### config.mk
export PLATFORM = sky130hd
export DESIGN_NAME = instr_fetch_unit_flat
export DESIGN_NICKNAME = d
export VERILOG_FILES = /design/src/rtl/instr_fetch_unit_if.sv /design/src/rtl/instr_fetch_unit.sv /design/src/flat_wrapper.sv
export SDC_FILE = /design/constraint.sdc
export NUM_CORES = 1
export LEC_CHECK = 0
export CAP_MARGIN = 20
export CORE_MARGIN = 2
export CORE_UTILIZATION = 50
export DETAILED_ROUTE_END_ITERATION = 10
export GPL_TIMING_DRIVEN = 0
export PLACE_DENSITY = 0.88
export SLEW_MARGIN = 30
export SYNTH_ARGS = -nofsm -noshare
export SYNTH_HDL_FRONTEND = slang
export SYNTH_SLANG_ARGS = --single-unit
### constraint.sdc
create_clock -name clk -period 6.5 [get_ports clk]
set_clock_uncertainty 0.15 [all_clocks]
set_input_delay 1.3 -clock clk [delete_from_list [all_inputs] [get_ports clk]]
set_output_delay 1.3 -clock clk [all_outputs]
set_load 0.02 [all_outputs]
### src/rtl/instr_fetch_unit_if.sv
// Handshake bundle between the fetch unit, the control FSM and instruction memory.
// The slave modport is the fetch unit's view; master is the surrounding system.
interface instr_fetch_unit_if;
    logic        fetch_start;
    logic        pc_load;
    logic [1:0]  pc_sel;
    logic [15:0] branch_off;
    logic [25:0] jump_imm;
    logic [31:0] reg_target;
    logic        mem_req;
    logic [31:0] mem_addr;
    logic        mem_ack;
    logic [31:0] mem_rdata;
    logic [31:0] Instr;
    logic        IRWrite;
    logic [31:0] PC;
    logic        fetch_busy;
    logic        fetch_err;

    modport master (
        output fetch_start, pc_load, pc_sel, branch_off, jump_imm, reg_target,
        output mem_ack, mem_rdata,
        input  mem_req, mem_addr, Instr, IRWrite, PC, fetch_busy, fetch_err
    );

    modport slave (
        input  fetch_start, pc_load, pc_sel, branch_off, jump_imm, reg_target,
        input  mem_ack, mem_rdata,
        output mem_req, mem_addr, Instr, IRWrite, PC, fetch_busy, fetch_err
    );
endinterface

### src/rtl/instr_fetch_unit.sv
// Instruction fetch front end: owns the PC, fetches one word per request over a
// req/ack handshake and strobes IRWrite for one cycle when the word is delivered.
module instr_fetch_unit #(
    parameter logic [31:0] RESET_PC = 32'h0000_0000,
    parameter int          TIMEOUT  = 16
) (
    input logic             clk,
    input logic             reset,
    instr_fetch_unit_if.slave bus
);

    typedef enum logic [1:0] {IDLE, REQ, DELIVER, ERROR} state_t;

    localparam logic [7:0] LAST_WAIT = 8'(TIMEOUT - 1);

    state_t      r_state;
    state_t      w_nextState;
    logic [31:0] r_pc;
    logic [31:0] r_instr;
    logic        r_irWrite;
    logic        r_memReq;
    logic        r_err;
    logic [7:0]  r_cnt;

    logic [31:0] w_redirectPc;
    logic [31:0] w_pcNext;
    logic [31:0] w_instrNext;
    logic        w_irWriteNext;
    logic        w_memReqNext;
    logic        w_errNext;
    logic [7:0]  w_cntNext;

    always_comb begin
        w_redirectPc = r_pc + 32'd4;
        case (bus.pc_sel)
            2'b00: w_redirectPc = r_pc + 32'd4;
            2'b01: w_redirectPc = r_pc + {{14{bus.branch_off[15]}}, bus.branch_off, 2'b00};
            2'b10: w_redirectPc = {r_pc[31:28], bus.jump_imm, 2'b00};
            2'b11: w_redirectPc = {bus.reg_target[31:2], 2'b00};
            default: w_redirectPc = r_pc + 32'd4;
        endcase
    end

    always_ff @(posedge clk) begin
        if (reset) begin
            r_state   <= IDLE;
            r_pc      <= RESET_PC;
            r_instr   <= 32'h0;
            r_irWrite <= 1'b0;
            r_memReq  <= 1'b0;
            r_err     <= 1'b0;
            r_cnt     <= 8'h0;
        end else begin
            r_state   <= w_nextState;
            r_pc      <= w_pcNext;
            r_instr   <= w_instrNext;
            r_irWrite <= w_irWriteNext;
            r_memReq  <= w_memReqNext;
            r_err     <= w_errNext;
            r_cnt     <= w_cntNext;
        end
    end

    // An ack on the final allowed wait cycle still completes the fetch.
    always_comb begin
        w_nextState = r_state;
        case (r_state)
            IDLE:    if (bus.fetch_start) w_nextState = REQ;
            REQ: begin
                if (bus.mem_ack)             w_nextState = DELIVER;
                else if (r_cnt == LAST_WAIT) w_nextState = ERROR;
            end
            DELIVER: w_nextState = IDLE;
            ERROR:   w_nextState = ERROR;
            default: w_nextState = IDLE;
        endcase
    end

    always_comb begin
        w_pcNext      = r_pc;
        w_instrNext   = r_instr;
        w_irWriteNext = 1'b0;
        w_memReqNext  = 1'b0;
        w_errNext     = r_err;
        w_cntNext     = r_cnt;
        case (r_state)
            IDLE: begin
                if (bus.pc_load) w_pcNext = w_redirectPc;
                if (bus.fetch_start) begin
                    w_memReqNext = 1'b1;
                    w_cntNext    = 8'h0;
                end
            end
            REQ: begin
                if (bus.mem_ack) begin
                    w_instrNext   = bus.mem_rdata;
                    w_pcNext      = r_pc + 32'd4;
                    w_irWriteNext = 1'b1;
                end else if (r_cnt == LAST_WAIT) begin
                    w_errNext = 1'b1;
                end else begin
                    w_memReqNext = 1'b1;
                    w_cntNext    = r_cnt + 8'd1;
                end
            end
            DELIVER: begin
                w_irWriteNext = 1'b0;
            end
            ERROR: begin
                w_errNext = 1'b1;
            end
            default: begin
                w_irWriteNext = 1'b0;
            end
        endcase
    end

    assign bus.mem_req    = r_memReq;
    assign bus.mem_addr   = r_pc;
    assign bus.Instr      = r_instr;
    assign bus.IRWrite    = r_irWrite;
    assign bus.PC         = r_pc;
    assign bus.fetch_busy = (r_state != IDLE);
    assign bus.fetch_err  = r_err;

endmodule
### src/flat_wrapper.sv
// flat-port wrapper written by rule: the top's interface ports become plain ports
module instr_fetch_unit_flat 
#(
    parameter logic [31:0] RESET_PC = 32'h0000_0000,
    parameter int          TIMEOUT  = 16
)
  (clk, reset, bus_fetch_start, bus_pc_load, bus_pc_sel, bus_branch_off, bus_jump_imm, bus_reg_target, bus_mem_ack, bus_mem_rdata, bus_mem_req, bus_mem_addr, bus_Instr, bus_IRWrite, bus_PC, bus_fetch_busy, bus_fetch_err);
  instr_fetch_unit_if bus_i ();
  input logic clk;
  input logic reset;
  input wire logic [$bits(bus_i.fetch_start)-1:0] bus_fetch_start;
  input wire logic [$bits(bus_i.pc_load)-1:0] bus_pc_load;
  input wire logic [$bits(bus_i.pc_sel)-1:0] bus_pc_sel;
  input wire logic [$bits(bus_i.branch_off)-1:0] bus_branch_off;
  input wire logic [$bits(bus_i.jump_imm)-1:0] bus_jump_imm;
  input wire logic [$bits(bus_i.reg_target)-1:0] bus_reg_target;
  input wire logic [$bits(bus_i.mem_ack)-1:0] bus_mem_ack;
  input wire logic [$bits(bus_i.mem_rdata)-1:0] bus_mem_rdata;
  output wire logic [$bits(bus_i.mem_req)-1:0] bus_mem_req;
  output wire logic [$bits(bus_i.mem_addr)-1:0] bus_mem_addr;
  output wire logic [$bits(bus_i.Instr)-1:0] bus_Instr;
  output wire logic [$bits(bus_i.IRWrite)-1:0] bus_IRWrite;
  output wire logic [$bits(bus_i.PC)-1:0] bus_PC;
  output wire logic [$bits(bus_i.fetch_busy)-1:0] bus_fetch_busy;
  output wire logic [$bits(bus_i.fetch_err)-1:0] bus_fetch_err;
  assign bus_i.fetch_start = bus_fetch_start;
  assign bus_i.pc_load = bus_pc_load;
  assign bus_i.pc_sel = bus_pc_sel;
  assign bus_i.branch_off = bus_branch_off;
  assign bus_i.jump_imm = bus_jump_imm;
  assign bus_i.reg_target = bus_reg_target;
  assign bus_i.mem_ack = bus_mem_ack;
  assign bus_i.mem_rdata = bus_mem_rdata;
  assign bus_mem_req = bus_i.mem_req;
  assign bus_mem_addr = bus_i.mem_addr;
  assign bus_Instr = bus_i.Instr;
  assign bus_IRWrite = bus_i.IRWrite;
  assign bus_PC = bus_i.PC;
  assign bus_fetch_busy = bus_i.fetch_busy;
  assign bus_fetch_err = bus_i.fetch_err;
  instr_fetch_unit #(.RESET_PC(RESET_PC), .TIMEOUT(TIMEOUT)) u_core (.clk(clk), .reset(reset), .bus(bus_i));
endmodule
==> results of run 1 <==
## cell families (layout without fill, tap and decap cells)
group                    Yosys count  after routing
AND/OR/NAND/NOR                  299            299
AO/OA/AOI/OAI                    267            267
buffers and inverters             96            316
flip-flops                        75             75
adder cells (fa/ha/maj)           32             32
XOR/XNOR                          29             29
multiplexers                      13             13
other                              1              4
## synthesized netlist by cell type, types with 7 or more instances
cell | count | area share
nand2_1 | 126 | 0.080
a21oi_1 | 101 | 0.085
dfxtp_1 | 75 | 0.25
nor2_1 | 71 | 0.045
o21ai_0 | 40 | 0.034
clkbuf_1 | 38 | 0.024
buf_4 | 34 | 0.043
ha_1 | 31 | 0.065
nand3_1 | 22 | 0.019
inv_1 | 20 | 0.013
a31oi_1 | 18 | 0.019
xnor2_1 | 17 | 0.025
a21o_1 | 15 | 0.019
nor3_1 | 13 | 0.011
xor2_1 | 12 | 0.018
nand4_1 | 11 | 0.012
mux2i_1 | 10 | 0.017
nor2b_1 | 10 | 0.011
nand2b_1 | 9 | 0.0095
o211ai_1 | 9 | 0.011
o21ai_1 | 9 | 0.0076
o221ai_1 | 8 | 0.012
a211oi_1 | 7 | 0.0089
and3_1 | 7 | 0.0074
## per-stage QoR
| stage | instances | setup WS [ns] | hold WS [ns] | utilization |
|---|---|---|---|---|
| detailed placement | 1162 | 1.62 | 0.296 | 0.711 |
| finish | 1178 | 1.89 | 0.305 | 0.736 |
| floorplan | 815 | 2.90 | 0.299 | - |
| CTS | 1178 | 1.94 | 0.305 | 0.736 |
| global route | 1178 | 1.64 | 0.321 | 0.736 |
| global placement | 1162 | 1.61 | 0.291 | 0.711 |
## worst max path at each step
stage,cells after the start,to,startpoint
CTS,11,u_core.bus.PC[28],bus_branch_off[15]
detailed placement,11,u_core.bus.PC[28],bus_branch_off[15]
floorplan,12,u_core.bus.PC[24],bus_branch_off[0]
finish,11,u_core.bus.PC[28],bus_branch_off[15]
global placement,11,u_core.bus.PC[28],bus_branch_off[15]
global route,11,u_core.bus.PC[28],bus_branch_off[15]
## flip-flops by register name (all words and copies together) (netlist names)
| name | cells |
|---|---|
| u_core.bus.Instr | 32 |
| u_core.bus.PC | 30 |
| u_core.r_cnt | 8 |
| u_core.r_state | 2 |
| u_core.bus.IRWrite | 1 |
| u_core.bus.fetch_err | 1 |
| u_core.bus.mem_req | 1 |
## final cells by class
cell class / instances / area, sq um / area share
Multi-Input combinational cell: 644 / 3940 / 0.467
Timing Repair Buffer: 204 / 2040 / 0.242
Sequential cell: 75 / 1500 / 0.178
Buffer: 76 / 417 / 0.0494
Clock buffer: 9 / 225 / 0.0267
Tap cell: 143 / 179 / 0.0212
Inverter: 20 / 75.1 / 0.00890
Clock inverter: 7 / 58.8 / 0.00697
## power by group
group | internal (mW) | total, mW | switching (mW)
Combinational | 0.326 | 0.704 | 0.378
Sequential | 0.491 | 0.545 | 0.0541
Clock | 0.267 | 0.498 | 0.232
Total | 1.08 | 1.75 | 0.663
## tightest hold or removal path, cell delays in order (launching register included)
cell,delay (ns)
dfxtp_1,0.31
nand2_1,0.05
a21oi_1,0.05
## routing by layer
layer,GRT usage,vias to the layer above,wire length [microns]
met4,0.120,0,672
li1,-,3345,-
met2,0.518,461,9770
met5,0,-,0
met3,0.0541,54,2190
met1,0.433,3246,8790
==> reports/metrics.yaml, run 1 <==
layout:
  layout_commonest_cell: "clkdlybuf4s50_1"
  nets: 1175
  layout-drive-gt1-share: 0.0841
  n_antenna_cell: 0
  final_area_sq_mm: 0.00844
  fill_cells: 885
  final_cell_mix: "204 x clkdlybuf4s50_1, 126 x nand2_1, 101 x a21oi_1"
  syn2layout_area_growth_pct: 42.5
synth:
  synth-adder-area-share: 0.0689
  async_flop_share: 0
  synth_top_family_by_area: "compound AO/OA/AOI/OAI gates"
  yosys_warnings: 0
  synth_compound_area_frac: 0.294
  synthMuxAreaShare: 0.0226
  synth_edf_count: 0
  synth_ff_type: "dfxtp_1"
  synth_xor_area_frac: 0.0429
  yosys.cell_types.count: 79
  synth_seq_area_share: 0.254
  ys_ff_latch: 75
  netlist_instances: 812
  synth-simple-area-share: 0.235
  avgSynthCellArea_sq_um: 7.29
  syn_area_sq_mm: 0.00592
clock_network:
  cts_tree: "built"
  root_buffer: "clkbuf_16"
  clock_latency_ns: 0.34
  post_cts_buffers: 0
  cts_buffers: 9
  cts_resized: 0
  path_clk_slew_ns: 0.07
  ctsHoldBuffers: 0
  cts.path.max_buffers: 2
  cts_sinks: 75
  htree_levels: 3
worst_setup_path:
  path_cells: "clkdlybuf4s50_1, ha_1, a21oi_1, o21ai_1, a221oi_1, o21ai_0, or3_1, o22ai_1, xor2_1, or3_1, a21oi_1"
  crit-reg2reg-launch: "u_core.bus.PC[2]"
  path_max_fanout: 20
  crit_arrival_ns: 4.73
  cp.required_ns: 6.62
  crit_slowest_cell: "clkdlybuf4s50_1"
  cp-end-kind: "flop"
  rrSetupSlack_ns: 2.90
  critPathBufInv: 1
  r2r_cells: 12
  max_stage_delay_ns: 0.81
  cp_top_family: "compound AO/OA/AOI/OAI gates"
  reg2reg_to: "u_core.bus.PC[20]"
  crit_type: "input pin to flop"
  start_kind: "input pin"
timing:
  maxSlewHeadroom: 0.477
  worstMarginPinSlew_ns: 0.782
  finalHoldViolCount: 0
  rsz0062_at_grt: "false"
  period_minus_slack_ns: 4.61
  fmax_mhz: 217
  slew_violations: 0
  setup_violations: 0
  fin_tns_setup_ns: 0
  fin_crit_sh: 0.709
detailed_routing:
  avgRoutedWirePerCell_microns: 18.2
  ant_nets: 0
  dr_total_vias: 7106
  routed_wl_microns: 21400
  remaining_drc_errors: 0
  drtIter0Drc: 889
  viasPerCell: 6.03
  drt_first_pass_iters: 6
place:
  dp_hpwl_microns: 16300
  dpl_cell_area_sq_mm: 0.00815
  globalplace.congestion: 1.00
  port_buffers: 204
global_route:
  track_usage: 0.322
  grt_pass1_wl_microns: 33100
  grt_antenna_before_repair: 0
  overflow: 0
  grt_max_degree: 21
  grt_pass1_vias: 6502
min_path:
  hold_class: "flop to flop"
  min_path_cells: 2
  worst_hold_path.endpoint: "u_core.bus.Instr[4]"
  hold_path.startpoint: "u_core.bus.Instr[4]"
floorplanning:
  io_pins: 213
  die_h_microns: 113
  fp-row-count: 39
  die_w_microns: 113
  dieArea_sq_mm: 0.0127
  core_area_sq_mm: 0.0115
  initial_utilization: 0.516
flow_run:
  max_cap_viol_count: 0
power:
  powerDensity_mw_per_mm2: 207
  total_power_mw: 1.75
  leakage_nw: 3.21
  ir_worst_vdd_v: 0.000211
run_status:
  outcome: "finished, final reports clean"
Note: power is estimated with default switching activity, not from simulation.
==> run 2: changes to the inputs <==
Settings changed: CORE_UTILIZATION 50 to 42, PLACE_DENSITY 0.88 to 0.79.
Clock period 6.5 ns to 3.85 ns, I/O delays scaled along.
==> run 2 against run 1 <==
  * Largest power group unchanged
  * Via count down 2.4%
  * Largest cell class unchanged
  * Global-route usage down 4.4 points
  * Flip-flop and latch count unchanged
  * Die area up 18%
  * Final cell count up 3.1%
  * Sequential share of layout area down 0.12 points
  * Critical path depth up 2
==> reports/metrics.yaml, run 2 (synthesized netlist as in run 1, its figures left out) <==
run_status:
  outcome: "finished, final reports clean"  # unchanged
timing:
  fmax_mhz: 279
  rsz0062_at_grt: "false"  # unchanged
  fin_crit_sh: 0.930
  slew_violations: 0  # unchanged
  period_minus_slack_ns: 3.58
  finalHoldViolCount: 0  # unchanged
  whs_ns: 0.304  # was 0.305 ns
  setup_violations: 0  # unchanged
  maxSlewHeadroom: 0.403  # was 0.477
  worst_slack_ns: 0.268  # was 1.89 ns
  worstMarginPinSlew_ns: 0.892  # was 0.782 ns
worst_setup_path:
  cp-end-kind: "flop"  # unchanged
  r2r_cells: 12  # unchanged
  reg2reg_to: "u_core.bus.PC[28]"  # was u_core.bus.PC[20]
  cpMostUsedCell: "a21oi_1"
  start_kind: "input pin"  # unchanged
  crit_type: "input pin to flop"  # unchanged
  path_cells: "clkdlybuf4s50_1, ha_1, inv_1, fa_1, nand2b_1, a21oi_1, a211oi_2, o21ai_2, o311a_1, o22ai_1, xor2_1, or3_1, a21oi_1"  # was clkdlybuf4s50_1, ha_1, a21oi_1, o21ai_1, a221oi_1, o21ai_0, or3_1, o22ai_1, xor2_1, or3_1, a21oi_1
  endpoint: "u_core.bus.PC[28]"  # unchanged
  crit_arrival_ns: 3.70  # was 4.73 ns
  cp.required_ns: 3.97  # was 6.62 ns
  path_max_fanout: 4  # was 20
  cp_top_family: "compound AO/OA/AOI/OAI gates"  # unchanged
  critPathBufInv: 2  # was 1
  crit-reg2reg-launch: "u_core.bus.PC[2]"  # unchanged
  rrSetupSlack_ns: 0.55  # was 2.90 ns
  crit_slowest_cell: "clkdlybuf4s50_1"  # unchanged
  cp.depth: 13  # was 11
  crit_path_start: "bus_branch_off[0]"  # was bus_branch_off[15]
  max_stage_delay_ns: 0.46  # was 0.81 ns
floorplanning:
  die_h_microns: 123  # was 113 microns
  initial_utilization: 0.428  # was 0.516
  fp-row-count: 43  # was 39
  die_w_microns: 123  # was 113 microns
  dieArea_sq_mm: 0.0151  # was 0.0127 sq mm
  io_pins: 213  # unchanged
  core_area_sq_mm: 0.0138  # was 0.0115 sq mm
global_route:
  overflow: 0  # unchanged
  grt_max_degree: 21  # unchanged
  track_usage: 0.278  # was 0.322
  grt_antenna_before_repair: 0  # unchanged
  grt_pass1_vias: 6478  # was 6502
  grt_pass1_wl_microns: 32800  # was 33100 microns
layout:
  syn2layout_area_growth_pct: 43.4  # was 42.5%
  layout_commonest_cell: "clkdlybuf4s50_1"  # unchanged
  nets: 1175  # unchanged
  layout-drive-gt1-share: 0.0870  # was 0.0841
  final_cell_mix: "203 x clkdlybuf4s50_1, 126 x nand2_1, 101 x a21oi_1"  # was 204 x clkdlybuf4s50_1, 126 x nand2_1, 101 x a21oi_1
  n_antenna_cell: 0  # unchanged
  fill_cells: 1278  # was 885
  largest_reg_flops: 32  # unchanged
clock_network:
  cts.path.max_buffers: 2  # unchanged
  root_buffer: "clkbuf_16"  # unchanged
  ctsHoldBuffers: 0  # unchanged
  htree_levels: 3  # unchanged
  cts_buffers: 9  # unchanged
  path_clk_slew_ns: 0.07  # about the same
  cts_tree: "built"  # unchanged
  cts_sinks: 75  # unchanged
  clock_latency_ns: 0.33  # was 0.34 ns
detailed_routing:
  viasPerCell: 5.71  # was 6.03
  drt_first_pass_iters: 6  # unchanged
  remaining_drc_errors: 0  # unchanged
  dr_total_vias: 6935  # was 7106
  avgRoutedWirePerCell_microns: 17.6  # was 18.2 microns
  routed_wl_microns: 21400  # about the same
  drtIter0Drc: 752  # was 889
  ant_nets: 0  # unchanged
min_path:
  hold_class: "flop to flop"  # unchanged
place:
  dp_hpwl_microns: 16400  # was 16300 microns
  globalplace.congestion: 0.927  # was 1.00
  port_buffers: 204  # unchanged
  preCtsSetupSlack_ns: -0.544  # was 1.62 ns
flow_run:
  max_cap_viol_count: 0  # unchanged
power:
  powerDensity_mw_per_mm2: 346  # was 207 mW/mm^2
  leakage_nw: 3.22  # was 3.21 nW
  ir_worst_vdd_v: 0.000214  # was 0.000211 V
## run 2: changes by cell type in the layout (fill, tap and decap cells not counted), sizes merged
| cell | delta |
|---|---|
| clkbuf | +1 |
| clkdlybuf4s50 | -1 |
## run 2: report_power, final
| group | switching [mW] | leakage, nW | internal (mW) |
|---|---|---|---|
| Combinational | 0.633 | 2.47 | 0.551 |
| Clock | 0.384 | 0.141 | 0.454 |
| Sequential | 0.0918 | 0.612 | 0.828 |
## run 2: worst min-delay path by stage
stage / slack [ns] / end / from / cells after the start
after floorplan: 0.30 / u_core.r_cnt[1] / u_core.r_cnt[1] / 2
after global placement: 0.29 / u_core.bus.Instr[22] / u_core.bus.Instr[22] / 2
after CTS: 0.31 / u_core.bus.Instr[11] / u_core.bus.Instr[11] / 2
final: 0.30 / u_core.bus.Instr[7] / u_core.bus.Instr[7] / 2
after detailed placement: 0.30 / u_core.bus.Instr[7] / u_core.bus.Instr[7] / 2
after global routing: 0.32 / u_core.bus.Instr[3] / u_core.bus.Instr[3] / 2
## run 2: worst min-delay path, cell delays in order (launching register included)
cell     delay (ns)
dfxtp_1        0.31
nand2_1        0.05
a21oi_1        0.05
## run 2: through the flow
stage / std cells / instance area (sq um) / utilization / power [mW] / TNS, ns
finish: 1215 / 8490 / 0.614 / 2.94 / 0
global route: 1215 / 8490 / 0.614 / 3.08 / 0
CTS: 1215 / 8490 / 0.614 / 2.92 / 0
detailed placement: 1199 / 8200 / 0.593 / 2.09 / -2.02
global placement: 1199 / 8200 / 0.593 / 2.08 / -1.56
floorplan: 815 / 5930 / - / 1.63 / 0
## run 2: final cells by class
cell class                      count  area, sq um  share of cell area
Clock inverter                      7         65.1             0.00766
Sequential cell                    75         1500               0.177
Multi-Input combinational cell    644         3950               0.465
Buffer                             76          417              0.0490
Tap cell                          180          225              0.0265
Clock buffer                        9          225              0.0265
Inverter                           20         75.1             0.00884
Timing Repair Buffer              204         2040               0.240
## run 2: what timing repair did
item	4_1_cts	5_1_grt
endpoints found under the setup margin	2	3
buffers inserted	0	0
gates resized for setup	1	4
## run 2: per-layer routing
layer | vias up | track usage | wire length, microns
met5 | - | 0 | 0
met4 | 0 | 0.0898 | 615
met3 | 60 | 0.0553 | 1960
met2 | 370 | 0.449 | 9730
met1 | 3152 | 0.370 | 9090
li1 | 3353 | - | -
